===== src/rtl/suma_ctrl.sv =====
// Button-driven accumulate sequencer: debounce, add dipswitch into a 0..ACC_MAX
// accumulator, double-dabble to BCD. Define SUMA_SATURATE_EN to clamp instead of wrap.
module suma_ctrl #(
    parameter int DEBOUNCE_CYCLES = 270000,
    parameter int ACC_MAX         = 9999
) (
    input  logic        clk_pi,
    input  logic        rst_n_pi,
    input  logic [3:0]  dipswitch,
    input  logic        suma_btn,
    output logic [15:0] acumulador_total,
    output logic [15:0] bcd_po,
    output logic        bcd_valid_po,
    output logic        busy_po,
    output logic        overflow_po,
    output logic [1:0]  state_dbg
);

    localparam int CNT_W    = $clog2(DEBOUNCE_CYCLES + 1);
    localparam int DD_ITERS = 14;

    typedef enum logic [1:0] {IDLE, ADD, CONV, LOAD} state_t;

    state_t            state, state_nxt;
    logic              btn_s1, btn_s2, btn_db, btn_db_q, add_req;
    logic [3:0]        dip_s1, dip_s2, addend;
    logic [CNT_W-1:0]  db_cnt;
    logic [29:0]       shift_sr, dd_next;
    logic [3:0]        iter;
    logic [16:0]       sum17;
    logic              sum_over;
    logic [15:0]       sum_fix;

    // Input synchronisers for the button and the addend switches.
    always_ff @(posedge clk_pi or negedge rst_n_pi) begin
        if (!rst_n_pi) begin
            btn_s1 <= 1'b0;
            btn_s2 <= 1'b0;
            dip_s1 <= '0;
            dip_s2 <= '0;
        end else begin
            btn_s1 <= suma_btn;
            btn_s2 <= btn_s1;
            dip_s1 <= dipswitch;
            dip_s2 <= dip_s1;
        end
    end

    // Handshake: add_req is a one-cycle strobe with no ready; the FSM consumes it
    // only in IDLE and any strobe arriving in another state is simply lost.
    always_ff @(posedge clk_pi or negedge rst_n_pi) begin
        if (!rst_n_pi) begin
            db_cnt   <= '0;
            btn_db   <= 1'b0;
            btn_db_q <= 1'b0;
            add_req  <= 1'b0;
        end else begin
            if (btn_s2 != btn_db) begin
                if (db_cnt == CNT_W'(DEBOUNCE_CYCLES - 1)) begin
                    btn_db <= btn_s2;
                    db_cnt <= '0;
                end else begin
                    db_cnt <= db_cnt + CNT_W'(1);
                end
            end else begin
                db_cnt <= '0;
            end
            btn_db_q <= btn_db;
            add_req  <= btn_db & ~btn_db_q;
        end
    end

    function automatic logic [29:0] dd_step(input logic [29:0] s);
        logic [29:0] t;
        t = s;
        for (int i = 0; i < 4; i++) begin
            if (t[14 + 4*i +: 4] >= 4'd5)
                t[14 + 4*i +: 4] = t[14 + 4*i +: 4] + 4'd3;
        end
        return {t[28:0], 1'b0};
    endfunction

    always_comb begin
        dd_next  = dd_step(shift_sr);
        sum17    = {1'b0, acumulador_total} + {13'd0, addend};
        sum_over = (sum17 > 17'(ACC_MAX));
        sum_fix  = sum17[15:0];
        if (sum_over) begin
`ifdef SUMA_SATURATE_EN
            sum_fix = 16'(ACC_MAX);
`else
            sum_fix = 16'(sum17 - 17'(ACC_MAX + 1));
`endif
        end
    end

    always_ff @(posedge clk_pi or negedge rst_n_pi) begin
        if (!rst_n_pi) state <= IDLE;
        else           state <= state_nxt;
    end

    always_comb begin
        state_nxt = state;
        unique case (state)
            IDLE:    if (add_req) state_nxt = ADD;
            ADD:     state_nxt = CONV;
            CONV:    if (iter == 4'(DD_ITERS - 1)) state_nxt = LOAD;
            LOAD:    state_nxt = IDLE;
            default: state_nxt = IDLE;
        endcase
    end

    always_comb begin
        busy_po      = (state != IDLE);
        bcd_valid_po = (state == LOAD);
        state_dbg    = state;
    end

    // bcd_po is written on the last CONV cycle so the new digits coincide with the LOAD pulse.
    always_ff @(posedge clk_pi or negedge rst_n_pi) begin
        if (!rst_n_pi) begin
            addend           <= '0;
            acumulador_total <= '0;
            overflow_po      <= 1'b0;
            shift_sr         <= '0;
            iter             <= '0;
            bcd_po           <= '0;
        end else begin
            unique case (state)
                IDLE: if (add_req) addend <= dip_s2;
                ADD: begin
                    acumulador_total <= sum_fix;
                    overflow_po      <= overflow_po | sum_over;
                    shift_sr         <= {16'd0, sum_fix[13:0]};
                    iter             <= '0;
                end
                CONV: begin
                    shift_sr <= dd_next;
                    iter     <= iter + 4'd1;
                    if (iter == 4'(DD_ITERS - 1)) bcd_po <= dd_next[29:14];
                end
                default: ;
            endcase
        end
    end

endmodule


===== config.mk =====
export PLATFORM = sky130hd
export DESIGN_NAME = suma_ctrl
export DESIGN_NICKNAME = d
export VERILOG_FILES = /design/src/rtl/suma_ctrl.sv
export SDC_FILE = /design/constraint.sdc
export NUM_CORES = 1
export LEC_CHECK = 0
export BUFFER_PORTS_ARGS = -buffer_cell sky130_fd_sc_hd__buf_2
export CAP_MARGIN = 20
export CORE_ASPECT_RATIO = 0.5
export CORE_MARGIN = 3
export CORE_UTILIZATION = 45
export CTS_BUF_LIST = sky130_fd_sc_hd__clkbuf_8
export DETAILED_ROUTE_END_ITERATION = 12
export PLACE_DENSITY = 0.71
export SYNTH_ARGS = -nofsm -noshare
export SYNTH_HDL_FRONTEND = slang
export SYNTH_SLANG_ARGS = --single-unit

===== constraint.sdc =====
create_clock -name clk_pi -period 5.4 [get_ports clk_pi]
set_input_delay 1.08 -clock clk_pi [delete_from_list [all_inputs] [get_ports clk_pi]]
set_output_delay 1.08 -clock clk_pi [all_outputs]
set_load 0.02 [all_outputs]

# After elaboration in Yosys (flattened, before gate mapping)
# Cells that the tools add are included.
classes:
  bitwise: 3
  mux: 12
  reduce_logical: 7
  add_sub_neg: 8
  n_eq_ne: 8
  order_cmp: 5
ops:
  columns: ["cell", "count"]
  rows:
  - ["30-bit case mux with 2 select lines", 1]
  - ["19-bit two-way mux", 2]
  - ["19-bit by 1-bit adder with 19-bit output, second input constant", 1]
  - ["19-bit equality test, second input constant", 1]
  - ["16-bit by 4-bit adder with 17-bit output", 1]
  - ["17-bit by 14-bit greater-than comparator with 1-bit output, second input constant", 1]
  - ["4-bit by 3-bit >= comparator with 1-bit output, second input constant", 4]
  - ["16-bit two-way mux", 1]
  - ["16-bit by 14-bit subtractor with 16-bit output, second input constant", 1]
  - ["4-bit by 2-bit adder with 4-bit output, second input constant", 3]
  - ["4-bit two-way mux", 3]
  - ["2-bit case mux with 4 select lines", 1]
  - ["4-bit case mux with 2 select lines", 1]
  - ["2-bit AND reduction", 4]
  - ["4-bit by 1-bit adder with 4-bit output, second input constant", 1]
  - ["2-bit equality test, second input constant", 2]
  - ["4-bit equality test, second input constant", 1]
  - ["2-bit two-way mux", 2]
  - ["2-bit != test, second input constant", 2]
  - ["2-bit nonzero test", 2]
  - ["3-bit by 2-bit adder with 3-bit output, second input constant", 1]
  - ["3-bit two-way mux", 1]
  - ["2-bit by 1-bit equality test with 1-bit output, second input constant", 1]
  - ["2-bit zero test", 1]
  - ["4 further kinds", 4]
totals:
  out_inout_bits: 37
  reg_bits: 105
  input_bits: 7
  word_cells: 58

# Depth between registers and ports, before layout
logic_depth:
  ltp_word: 4
  ltp_mapped: 13
  mapped_depth_nobuf: 12

# Least setup slack after synthesis
# No wires, ideal clock.
synth_path:
  path_type: "reg2reg"
  startpoint: "register acumulador_total[0]"
  endpoint: "register shift_sr[12]"
  setup_time_ns: 0.131
  arrival_ns: 3.197
  required_time_ns: 5.269
  period_less_slack_ns: 3.329
  stages_incl_launch_ff: 13
  n_path_buf: 0
  slack_ns: 2.071
  path_cell_list: "dfrtp_1 > ha_1 > inv_1 > fa_1 > and2b_1 > o22a_1 > xnor2_1 > ha_1 > o211a_1 > a2111oi_4 > o211ai_2 > and3_1 > or3_1"
synth_via:
  elab_chain_len: 4
  word_cells_on_any_way: 5
  cone_classes: "add/sub: 2; order compare: 1; mux: 2"
synth_lines:
  columns: ["element", "line", "source"]
  rows:
  - ["start: declaration", "11", "output logic [15:0] acumulador_total,"]
  - ["start signal: assignment", "132", "acumulador_total <= sum_fix;"]
  - ["16-bit by 4-bit adder with 17-bit output *", "85", "sum17 = {1'b0, acumulador_total} + {13'd0, addend};"]
  - ["16-bit by 14-bit subtractor with 16-bit output or 17-bit by 14-bit greater-than comparator with 1-bit output (tied branches)", "92, 86", null]
  - ["16-bit two-way mux *", "88", "if (sum_over) begin"]
  - ["30-bit case mux with 2 select lines *", "129", "unique case (state)"]
  - ["end signal: assignment", "134", "shift_sr <= {16'd0, sum_fix[13:0]};"]
  - ["end signal: assignment", "138", "shift_sr <= dd_next;"]
  - ["end: declaration", "28", "logic [29:0] shift_sr, dd_next;"]
# Every way passes the cells marked *; elsewhere a longest branch is shown, timed or not.
# A chain may end at the register's enable or synchronous reset.

# Final worst setup path
layout_path:
  startpoint: "register acumulador_total[3]"
  endpoint: "register acumulador_total[5]"
layout_via:
  elab_chain_len: 3
  word_cells_on_any_way: 4
  cone_classes: "add/sub: 2; order compare: 1; mux: 1"
layout_lines:
  columns: ["element", "line"]
  rows:
  - ["16-bit by 4-bit adder with 17-bit output *", "85"]
  - ["16-bit by 14-bit subtractor with 16-bit output or 17-bit by 14-bit greater-than comparator with 1-bit output (tied branches)", "92, 86"]
  - ["16-bit two-way mux *", "88"]
# Marks and branches as above.

==> run_results.csv <==
group,metric,value,unit
run_status,status,"finished clean",
floorplanning,rows,28,
sta,rsz0062_at_grt,"false",
sta,slew_headroom,34.7,%
floorplanning,die_w,165,microns
sta,fmax,273,MHz
sta,timing.final.crit_period,3.67,ns
sta,setup-tns-final,0,ns
yosys,ys_warn_count,0,
routing,via_per_inst,5.39,
worst_setup_path,critical_path_class,"flop to flop",
yosys,synth.yosys.seq_area_share,46.1,%
floorplanning,start_util,47.2,%
yosys,synth_area_leaders,"dfrtp_1 (46%), ha_1 (4.8%), o21ai_0 (4.8%)",
floorplanning,die_area,14100,sq um
global_route,grt_max_degree,60,
yosys,synthFlopType,"dfrtp_1",
min_path,holdCritStartpoint,"dip_s1[2]$_DFF_PN0_",
final_layout,nets,657,
worst_setup_path,start_kind,"flop",
clocking,clk_path_buf_depth,2,
yosys,ys_types,59,
final_layout,diodes,0,
placement,io_buffers,43,
clocking,cts_root_buf,"clkbuf_8",
final_layout,stdcell_area,6230,sq um
routing,wl,11.6,mm
worst_setup_path,crit_arrival,3.96,ns
yosys,yosysMostFrequentCell,"dfrtp_1",
routing,first_pass_iters,4,
clocking,insertion_delay,0.38,ns
min_path,hold_class,"flop to flop",
global_route,grt_use_met2,28.1,%
yosys,yosysTopAreaCellShare,46.1,%
worst_setup_path,endpoint_kind,"flop",
power,power.density,212,nW/um^2
floorplanning,core-area,12100,sq um
worst_setup_path,startpoint,"acumulador_total[3]$_DFFE_PN0N_",
global_route,track_usage,17.2,%
placement,dpl-instance-area,6030,sq um
worst_setup_path,crit_required,5.70,ns
worst_setup_path,path_max_fanout,15,
global_route,grt-ovfl-total,0,
sta,worst-slew-pin-transition,0.979,ns
clocking,cts.sinks,105,
yosys,avgSynthCellArea,9.53,sq um
sta,slew_viol_final,0,
placement,hpwl,8.23,mm
floorplanning,num_io_pins,44,
clocking,clkTransAtPathRegs,0.10,ns
global_route,use_met1,23.3,%
yosys,synth_top_area_cell,"dfrtp_1",
clocking,h-tree-depth,3,
routing,num_vias,4296,
final_layout,drive_gt1_share,14.4,%
placement,place.gp.congestion,0.876,
yosys,synth_nets,628,
yosys,netlist_top_cells_count,"dfrtp_1 (105), o21ai_0 (55), nand2_1 (47), nor2_1 (46), inv_1 (39)",
global_route,grt_pass1_wl,19.7,mm
yosys,synth_area,5700,sq um
yosys,async_reset_ff_share,100,%
global_route,antenna_found_initial,0,
flow_run,max_cap_violations,0,
global_route,grt_pass1_vias,4153,
yosys,ys_seq_elements,105,
clocking,postCtsSetupRepairBufs,0,
sta,fin_worst_skew,0.0167,ns
sta,setup_viol,0,
clocking,cts_resized,0,
sta,hold_violations,0,
yosys,synth_edf_count,0,
routing,route.detailed.drc,0,
routing,wl_per_cell,14.6,microns
floorplanning,dieHeight,85.6,microns
sta,fin_crit_sh,67.9,%
clocking,cts_tree,"done",
power,total_leakage_power,2.89,nW
clocking,cts_buffers,9,
global_route,grt_busiest_layer,"met2",
routing,drt_iter0_drc,384,
final_layout,area_growth_syn_to_layout,9.29,%
routing,ant_nets,0,
clocking,cts_hold_buf,0,
worst_setup_path,rr_startpoint,"acumulador_total[3]$_DFFE_PN0N_",
power,ir_drop,0.000123,V
global_route,met3_usage,3.76,%
yosys,synthCells,598,
==> metrics by stage <==
stage	utilization, %	instances	power, mW	worst slack (ns)	hold WS, ns
after floorplan	-	598	0.813	2.07	0.331
after global placement	49.8	780	0.834	1.86	0.332
after detailed placement	49.9	781	0.835	1.79	0.335
after CTS	51.5	797	1.33	1.75	0.360
after global routing	51.5	797	1.37	1.42	0.374
final	51.5	797	1.32	1.73	0.358
==> cell families (layout without fill, tap and decap cells) <==
| group | Yosys count | count (layout) | share of synthesized area (%) |
|---|---|---|---|
| and+or+nand+nor | 199 | 199 | 17.5 |
| adders and majority gates | 23 | 23 | 5.18 |
| DFF | 105 | 105 | 46.1 |
| buffers and inverters | 69 | 103 | 5.03 |
| muxes | 23 | 23 | 4.57 |
| AOI/OAI and AO/OA | 133 | 133 | 14.6 |
| xor gates and xnor gates | 46 | 46 | 7.07 |
==> report_power, final <==
part | total (mW) | switching (mW) | internal, mW | leakage, nW
Sequential | 0.794 | 0.00248 | 0.791 | 1.44
Clock | 0.501 | 0.281 | 0.220 | 0.107
Combinational | 0.0235 | 0.0189 | 0.00459 | 1.34
==> registers in the layout, indices dropped and copies added, names as in the netlist <==
register and count:
btn_s1 1, dip_s2 4, btn_db_q 1, shift_sr 30, acumulador_total 16, bcd_po 16
btn_db 1, db_cnt 19, iter 4, addend 4, add_req 1, dip_s1 4
overflow_po 1, btn_s2 1, state_dbg 2
==> metal layers <==
layer	wire length (microns)	part of all wire, %
met5	0	0
met2	5400	47
met3	493	4.3
met4	112	0.97
met1	5590	48
==> placed cells by master (no fill, tap or decap), types with 19 or more instances in the layout <==
| cell | n |
|---|---|
| o21ai_0 | 55 |
| xnor2_1 | 23 |
| nor2_1 | 46 |
| a21oi_1 | 23 |
| buf_2 | 42 |
| and3_1 | 19 |
| xor2_1 | 23 |
| nand2_1 | 47 |
| dfrtp_1 | 105 |
| mux2_2 | 20 |
| inv_1 | 40 |
| ha_1 | 22 |
| nand3_1 | 26 |
==> worst paths after layout <==
path,to,slack [ns],depth (start not counted)
worst min-delay path,dip_s2[2]$_DFF_PN0_,0.36,0
min in group asynchronous,shift_sr[25]$_DFFE_PN0P_,0.75,1
worst max register to register,acumulador_total[5]$_DFFE_PN0N_,1.73,10
worst max-delay path,acumulador_total[5]$_DFFE_PN0N_,1.73,10
worst min register to register,dip_s2[2]$_DFF_PN0_,0.36,0
max in group asynchronous,db_cnt[7]$_DFF_PN0_,3.59,2
==> worst max-delay path, cell delays in order (launching register included) <==
cell and delay, ns:
dfrtp_1 0.41, ha_1 0.42, nand3_1 0.14, o22ai_2 0.52
xnor2_1 0.25, ha_1 0.25, o211a_1 0.16, a2111oi_4 0.58
or2_1 0.39, mux2_4 0.35, a21oi_2 0.12
==> cell type report <==
type,instances,area [sq um]
Fill cell,1088,5860
Multi-Input combinational cell,424,2790
Sequential cell,105,2630
Timing Repair Buffer,48,263
Tap cell,165,206
Inverter,39,146
Clock buffer,9,124
Clock inverter,7,76.3
Note: power is estimated with default switching activity, not from simulation.
